File: config.mk
export PLATFORM = sky130hd
export DESIGN_NAME = conv_config_streamer
export DESIGN_NICKNAME = d
export VERILOG_FILES = /design/src/rtl/conv_config_streamer.sv
export SDC_FILE = /design/constraint.sdc
export NUM_CORES = 1
export LEC_CHECK = 0
export ABC_AREA = 1
export CORE_UTILIZATION = 60
export CTS_CLUSTER_DIAMETER = 200
export CTS_CLUSTER_SIZE = 40
export DETAILED_ROUTE_END_ITERATION = 6
export PLACE_DENSITY = 0.78
export SETUP_SLACK_MARGIN = 0.1
export SYNTH_ARGS = -nofsm -noshare
export SYNTH_HDL_FRONTEND = slang
export SYNTH_SLANG_ARGS = --single-unit
File: constraint.sdc
create_clock -name clk -period 4.15 [get_ports clk]
set_input_delay 0.83 -clock clk [delete_from_list [all_inputs] [get_ports clk]]
set_output_delay 0.83 -clock clk [all_outputs]
set_load 0.05 [all_outputs]
File: src/rtl/conv_config_streamer.sv
// rtl/conv_config_streamer.sv - host-written config register file streamed as {adr,data} beats
// Optional macro CFG_CHECKSUM_EN appends an XOR checksum beat {NUM_ENTRIES, xor} to each stream.
module conv_config_streamer #(
  parameter int CONFIG_ADDR_WIDTH = 8,
  parameter int CONFIG_DATA_WIDTH = 8,
  parameter int NUM_ENTRIES       = 35
) (
  input  logic                                         clk,
  input  logic                                         rst_n,
  input  logic                                         host_wr_en,
  input  logic [CONFIG_ADDR_WIDTH-1:0]                 host_wr_adr,
  input  logic [CONFIG_DATA_WIDTH-1:0]                 host_wr_data,
  input  logic                                         start,
  input  logic [CONFIG_ADDR_WIDTH-1:0]                 cfg_first,
  input  logic [CONFIG_ADDR_WIDTH-1:0]                 cfg_last,
  output logic                                         busy,
  output logic                                         done,
  output logic                                         err,
  output logic [CONFIG_ADDR_WIDTH+CONFIG_DATA_WIDTH-1:0] config_data,
  output logic                                         config_vld,
  input  logic                                         config_rdy
);

  localparam int CAW = CONFIG_ADDR_WIDTH;
  localparam int CDW = CONFIG_DATA_WIDTH;
  localparam int IW  = (NUM_ENTRIES > 1) ? $clog2(NUM_ENTRIES) : 1;
  localparam logic [CAW:0] NUM_EXT = (CAW+1)'(NUM_ENTRIES);

`ifdef CFG_CHECKSUM_EN
  typedef enum logic [1:0] {IDLE, STREAM, CSUM} state_t;
`else
  typedef enum logic [0:0] {IDLE, STREAM} state_t;
`endif

  state_t               state_q, state_d;
  logic [CDW-1:0]       mem_q [NUM_ENTRIES];
  logic [CDW-1:0]       mem_d [NUM_ENTRIES];
  logic [CAW-1:0]       idx_q, idx_d, last_q, last_d, idx_nxt;
  logic [CAW+CDW-1:0]   data_q, data_d;
  logic                 vld_q, vld_d, busy_q, busy_d, done_q, done_d, err_q, err_d;
  logic                 range_ok;
`ifdef CFG_CHECKSUM_EN
  logic [CDW-1:0]       xor_q, xor_d;
`endif

  assign range_ok = (cfg_first <= cfg_last) && ({1'b0, cfg_last} < NUM_EXT);
  assign idx_nxt  = idx_q + 1'b1;

  always_comb begin
    state_d = state_q;
    mem_d   = mem_q;
    idx_d   = idx_q;
    last_d  = last_q;
    data_d  = data_q;
    vld_d   = vld_q;
    busy_d  = busy_q;
    done_d  = 1'b0;
    err_d   = 1'b0;
`ifdef CFG_CHECKSUM_EN
    xor_d   = xor_q;
`endif
    case (state_q)
      IDLE: begin
        // A start always takes priority: a same-cycle host write is dropped.
        if (start) begin
          if (range_ok) begin
            state_d = STREAM;
            idx_d   = cfg_first;
            last_d  = cfg_last;
            data_d  = {cfg_first, mem_q[cfg_first[IW-1:0]]};
            vld_d   = 1'b1;
            busy_d  = 1'b1;
`ifdef CFG_CHECKSUM_EN
            xor_d   = '0;
`endif
          end else begin
            err_d = 1'b1;
          end
        end else if (host_wr_en && ({1'b0, host_wr_adr} < NUM_EXT)) begin
          mem_d[host_wr_adr[IW-1:0]] = host_wr_data;
        end
      end
      STREAM: begin
        if (vld_q && config_rdy) begin
`ifdef CFG_CHECKSUM_EN
          xor_d = xor_q ^ data_q[CDW-1:0];
`endif
          if (idx_q == last_q) begin
`ifdef CFG_CHECKSUM_EN
            state_d = CSUM;
            data_d  = {CAW'(NUM_ENTRIES), xor_q ^ data_q[CDW-1:0]};
`else
            state_d = IDLE;
            vld_d   = 1'b0;
            busy_d  = 1'b0;
            done_d  = 1'b1;
`endif
          end else begin
            idx_d  = idx_nxt;
            data_d = {idx_nxt, mem_q[idx_nxt[IW-1:0]]};
          end
        end
      end
`ifdef CFG_CHECKSUM_EN
      CSUM: begin
        if (config_rdy) begin
          state_d = IDLE;
          vld_d   = 1'b0;
          busy_d  = 1'b0;
          done_d  = 1'b1;
        end
      end
`endif
      default: state_d = IDLE;
    endcase
  end

  always_ff @(posedge clk or negedge rst_n) begin
    if (!rst_n) begin
      state_q <= IDLE;
      for (int i = 0; i < NUM_ENTRIES; i++) mem_q[i] <= '0;
      idx_q   <= '0;
      last_q  <= '0;
      data_q  <= '0;
      vld_q   <= 1'b0;
      busy_q  <= 1'b0;
      done_q  <= 1'b0;
      err_q   <= 1'b0;
`ifdef CFG_CHECKSUM_EN
      xor_q   <= '0;
`endif
    end else begin
      state_q <= state_d;
      mem_q   <= mem_d;
      idx_q   <= idx_d;
      last_q  <= last_d;
      data_q  <= data_d;
      vld_q   <= vld_d;
      busy_q  <= busy_d;
      done_q  <= done_d;
      err_q   <= err_d;
`ifdef CFG_CHECKSUM_EN
      xor_q   <= xor_d;
`endif
    end
  end

  assign busy        = busy_q;
  assign done        = done_q;
  assign err         = err_q;
  assign config_data = data_q;
  assign config_vld  = vld_q;

endmodule

==> results of run 1 <==
[area by class of cell]
cell class / count / area (µm²)
repair buffers: 109 / 1030
flip-flops and latches: 308 / 7710
inverters: 282 / 1060
clock inverters: 1 / 16.3
fillers: 2692 / 10500
well taps: 390 / 488
clock buffers: 12 / 279
multi-input cells: 1872 / 8550
[synthesized netlist by cell type (all sizes together)]
cell type	number
nor4b	1
o21a	1
o211ai	32
buf	63
a2bb2oi	8
nor2	65
nand3b	1
o21ai	365
nor2b	1
nand2	921
xnor2	5
nand4	6
dfrtp	308
ha	9
clkinv	4
nor3	13
xor2	8
and3	1
inv	278
a21oi	45
clkbuf	117
a31oi	1
nand3	389
[stage by stage]
step	worst slack, ns	hold WS, ns	power, mW	area (µm²)
2_1_floorplan	1.36	0.453	6.24	18100
3_3_place_gp	0.780	0.465	7.77	18800
3_5_place_dp	0.638	0.473	7.81	18800
4_1_cts	0.999	0.376	9.24	19100
5_1_grt	0.755	0.389	9.78	19100
6_report	0.894	0.335	9.39	19100
[kinds of logic (layout without fill, tap and decap cells)]
kind of cell,Yosys count,in the layout,synth area share [%]
buffers and inverters,462,404,10.2
xor gates and xnor gates,13,13,0.630
and+or+nand+nor,1398,1398,32.6
AOI/OAI and AO/OA,452,452,13.3
DFF,308,308,42.6
adders and majority gates,9,9,0.623
[layer usage]
metal / part of all wire (%) / routed length, µm / vias to the layer above
met5: 0 / 0 / -
met4: 3.9 / 2310 / 0
met3: 10 / 6200 / 171
met2: 45 / 26900 / 1059
met1: 40 / 23900 / 8413
li1: - / - / 8302
[flip-flops by register name, indices dropped and copies added (netlist names)]
name,flops
mem_q,280
config_data,8
idx_q,8
last_q,8
busy,1
done,1
err,1
state_q,1
[power breakdown]
| group | internal (mW) | switching (mW) | total (mW) |
|---|---|---|---|
| registers | 3.14 | 0.200 | 3.34 |
| clock network | 0.498 | 0.960 | 1.46 |
| logic | 1.26 | 3.33 | 4.60 |
| total | 4.90 | 4.49 | 9.39 |
[layout by cell type (no fill, tap or decap), types with 4 or more instances in the layout]
master	n
a21oi_1	45
buf_12	6
o211ai_1	32
clkinv_1	8
nand2_1	915
nand3_1	383
xnor2_1	4
ha_1	8
xor2_1	7
inv_2	6
nor2_1	64
clkdlybuf4s50_1	53
nor3_1	12
a2bb2oi_1	8
o21ai_0	336
o21ai_2	8
dfrtp_1	307
o21ai_1	21
clkbuf_16	11
inv_1	266
buf_4	48
nand3_2	6
[worst min-delay path by stage]
stage,cells after the start,startpoint,end
2_1_floorplan,2,mem_q[100],mem_q[100]
3_3_place_gp,2,mem_q[127],mem_q[127]
3_5_place_dp,2,mem_q[73],mem_q[73]
4_1_cts,1,rst_n,mem_q[148]
5_1_grt,1,rst_n,mem_q[148]
6_report,1,rst_n,mem_q[129]
[worst max-delay path: cells and delay by family (launching register included)]
family,cells,cell delay (ns)
buf+inv,2,0.53
compound gates,1,0.38
flops,1,0.68
simple gates,5,1.57
==> flow_summary.toml, run 1 <==
[detailed_routing]
antenna_left = 0
via_per_inst = 6.03
drt_wl_total_mm = 59.3
first_pass_iters = 6
vias = 17900
wl_per_cell_um = 19.9
drc_errors = 0
drt_iter0_drc = 2210

[grt]
grt_max_degree = 163
grt_pass1_vias = 16500
grt_busiest_layer = "met2"
antenna_found_initial = 0
overflow = 0
grt_pass1_wl_mm = 92.2
grt_usage_pct = 38.6
globalRouteMet2Util_pct = 60.5
met3_usage_pct = 6.84
grt_use_met1_pct = 53.6

[cts]
cts_tree = "built"
cts_sinks = 308
ctsLongestPathBuffers = 3
cts.repair.resized = 0
cts_buffers = 11
clk_pin_slew_ns = 0.15
postCtsHoldBufs = 0
cts_root_buf = "clkbuf_16"
clk_latency_ns = 0.53
htreeDepth = 1
cts_setup_buffers = 0

[cells_and_area]
diodes = 0
areaGrowthSynthToFinish_pct = 5.86
nNetsFinal = 2630
drive_above_1_share_pct = 4.14
finalNonFillerCells = 2974
fin_util_pct = 64.6

[setup_path]
critical_path.most_common_cell = "nand2_1"
crit_chain = "inv_4 > nand2_2 > nor4b_2 > nor2b_2 > nand2_1 > inv_2 > nand2_1 > o21ai_0"
critPathLaunch = "state_q"
rrSetupSlack_ns = 0.89
crit_required_ns = 4.58
critical_path_class = "reg -> reg"
critPathLaunchType = "flop"
endpoint = "mem_q[115]"
worst_r2r_startpoint = "state_q"
rr_endpoint = "mem_q[115]"
critical-path-slowest-cell = "dfrtp_1"
crit_path_end_kind = "flop"
critical_path.max_fanout = 26
critical_path_arrival_ns = 3.68
r2r_cells = 8
max_stage_delay_ns = 0.68

[placement]
gp_congestion = 1.00
place_hpwl_mm = 37.7
portBuffers = 56
numPlacedInstances = 2961

[power]
p_leak_nw = 9.14
max-vdd-ir-drop_v = 0.000463
power.density_nw_per_um2 = 491

[sta]
tightestPinTransition_ns = 1.05
hold_viol = 0
setup_viol = 0
final.setup.tns_ns = 0
fin_skew_ns = 0.0313
slew_headroom_pct = 30.2
rsz0062_at_grt = "no"
slew_viol_final = 0
min_period_ns = 3.26
fin_crit_sh_pct = 78.5
max_freq_ghz = 0.307

[status]
status = "finished clean"

[run]
cap_viol_max_count = 0

[die]
rows = 63
placeableCoreArea_um2 = 29600
io_pins = 57
die_h_um = 176
die_w_um = 176
die_area_um2 = 30800
start_util_pct = 61.0

[synth]
ys_seq_elements = 308
syn-num-nets = 2688
synth_cells = 2642
yosysSeqAreaShare_pct = 42.6
yosys.area.top_type = "dfrtp_1"
synth_cell_types = 37
ys.warnings.count = 0
synth_top_cell_area_share_pct = 42.6
syn_area_per_cell_um2 = 6.84
synth_area_um2 = 18100
netlist_top_cells_area = "dfrtp_1, nand2_1, nand3_1, o21ai_0, inv_1"

[hold_path]
hold_path.class = "in -> async"
No activity file was read; power rests on OpenSTA's default activity.
==> run 2: changes to the inputs <==
Clock period 4.15 ns to 3.1 ns, I/O delays scaled along.
==> run 2 against run 1 <==
  * Clock skew fell by 0.0098 ns
  * Clock-buffer cell count stayed put
  * Worst hold slack got worse by 0.25 ns
  * Combinational power grew 38%
  * Sequential cell count unchanged
  * Wire length barely moved
  * Core utilization grew 1.1 points
  * Non-clock buffer count increased by 31
  * Sequential power increased by 32%
  * Sequential share of layout area down 0.66 points
  * Die area is the same
  * Worst setup slack got worse by 0.61 ns
  * Critical path type is now reg -> out
  * Largest cell class unchanged
  * Highest routed layer unchanged
==> flow_summary.toml, run 2 (synthesis results as in run 1) <==
[status]
status = "finished clean"

[cells_and_area]
fill_cells = 2679
largest_reg_flops = 280
top_register = "mem_q"
nNetsFinal = 2661
diodes = 0
multi_input_area_um2 = 8550
final_cell_mix = "nand2_1, nand3_1, o21ai_0, dfrtp_1, inv_1"
final_common_cell = "nand2_1"
areaGrowthSynthToFinish_pct = 7.63
drive_above_1_share_pct = 5.24
regArea_um2 = 7710

[sta]
slew_headroom_pct = 24.5
max_freq_ghz = 0.355
fin_crit_sh_pct = 90.9
slew_viol_final = 0
final.setup.tns_ns = 0
fin_skew_ns = 0.0215
setup_viol = 0
tightestPinTransition_ns = 1.13
rsz0062_at_grt = "no"
min_period_ns = 2.82
hold_viol = 0

[setup_path]
crit_path_end_kind = "output port"
max_stage_delay_ns = 0.88
critical-path-slowest-cell = "clkdlybuf4s50_1"
critical_path.max_fanout = 88
crit_chain = "buf_12 > clkdlybuf4s50_1"
critical_path_class = "reg -> out"
r2r_cells = 11
crit_required_ns = 2.48
rr_endpoint = "config_data[4]"
rrSetupSlack_ns = 0.31
worst_r2r_startpoint = "idx_q[1]"
critPathLaunchType = "flop"
critical_path_arrival_ns = 2.20

[grt]
grt_usage_pct = 38.6
grt_pass1_wl_mm = 92.0
antenna_found_initial = 0
grt_pass1_vias = 16300
overflow = 0
grt_max_degree = 98

[cts]
clk_latency_ns = 0.53
cts_root_buf = "clkbuf_16"
cts_tree = "built"
cts_setup_buffers = 0
cts.repair.resized = 0
cts_buffers = 11
htreeDepth = 1
ctsLongestPathBuffers = 3
postCtsHoldBufs = 0
clk_pin_slew_ns = 0.15
cts_sinks = 308

[detailed_routing]
drt_wl_total_mm = 59.3
via_per_inst = 5.96
drc_errors = 0
antenna_left = 0
first_pass_iters = 5
drt_iter0_drc = 2137
wl_per_cell_um = 19.7
vias = 17900

[die]
rows = 63
die_area_um2 = 30800
die_h_um = 176
placeableCoreArea_um2 = 29600
io_pins = 57
die_w_um = 176
start_util_pct = 61.0

[placement]
portBuffers = 56
gp_congestion = 0.982
place_hpwl_mm = 37.7

[power]
p_leak_nw = 9.33
power.density_nw_per_um2 = 652
max-vdd-ir-drop_v = 0.000742
p_total_mw = 12.7

[run]
cap_viol_max_count = 0

[hold_path]
hold_path.class = "in -> async"
==> run 2: cell count changes in the layout (fill, tap and decap cells not counted) <==
cell / delta
buf_4: +24
buf_12: +7
inv_1: +5
clkinv_1: -4
inv_2: -1
==> run 2: critical path: cells and delay by family, from the launching register on <==
family / cells / cell delay [ns]
flip-flops: 1 / 0.48
buffers and inverters: 2 / 1.19
==> run 2: metrics by stage <==
stage                     instance area, µm²  setup slack (ns)  hold WS (ns)  utilization [%]  cells
after floorplan                        18100             0.521         0.324                -   2642
final                                  19500             0.282        0.0835             65.7   3005
after detailed placement               19200             0.245         0.473             64.7   2992
after global placement                 19200             0.333         0.465             64.7   2992
after global routing                   19500             0.114         0.126             65.7   3005
after CTS                              19500             0.255         0.108             65.7   3005
==> run 2: area by class of cell <==
| cell class | count | share of cell area (%) |
|---|---|---|
| clock inverter | 1 | 0.0836 |
| clock buffer | 12 | 1.43 |
| timing repair buffer | 140 | 6.94 |
| multi-input combinational | 1872 | 43.9 |
| sequential | 308 | 39.6 |
| inverter | 282 | 5.46 |
| tap | 390 | 2.51 |
==> run 2: how the worst max path moves through the flow <==
stage | start | slack [ns] | end | cells past startpoint
3_3_place_gp | start | 0.33 | mem_q[107] | 11
5_1_grt | idx_q[1] | 0.11 | config_data[2] | 11
2_1_floorplan | cfg_first[0] | 0.52 | config_data[2] | 17
6_report | idx_q[0] | 0.28 | config_data[8] | 2
4_1_cts | idx_q[0] | 0.26 | config_data[8] | 2
3_5_place_dp | start | 0.25 | mem_q[110] | 10
==> run 2: routing by layer <==
layer	vias to the layer above	track usage [%]	part of all wire, %
li1	8368	-	-
met1	8415	54.9	42
met2	977	60.3	45
met3	145	4.31	9.4
met4	0	15.5	4.0
met5	-	0	0
==> run 2: power by group <==
group	internal (mW)	switching, mW	total [mW]	leakage [nW]
Clock	0.667	1.26	1.93	0.144
Combinational	1.77	4.56	6.33	4.92
Sequential	4.20	0.216	4.41	4.26
Total	6.64	6.04	12.7	9.33
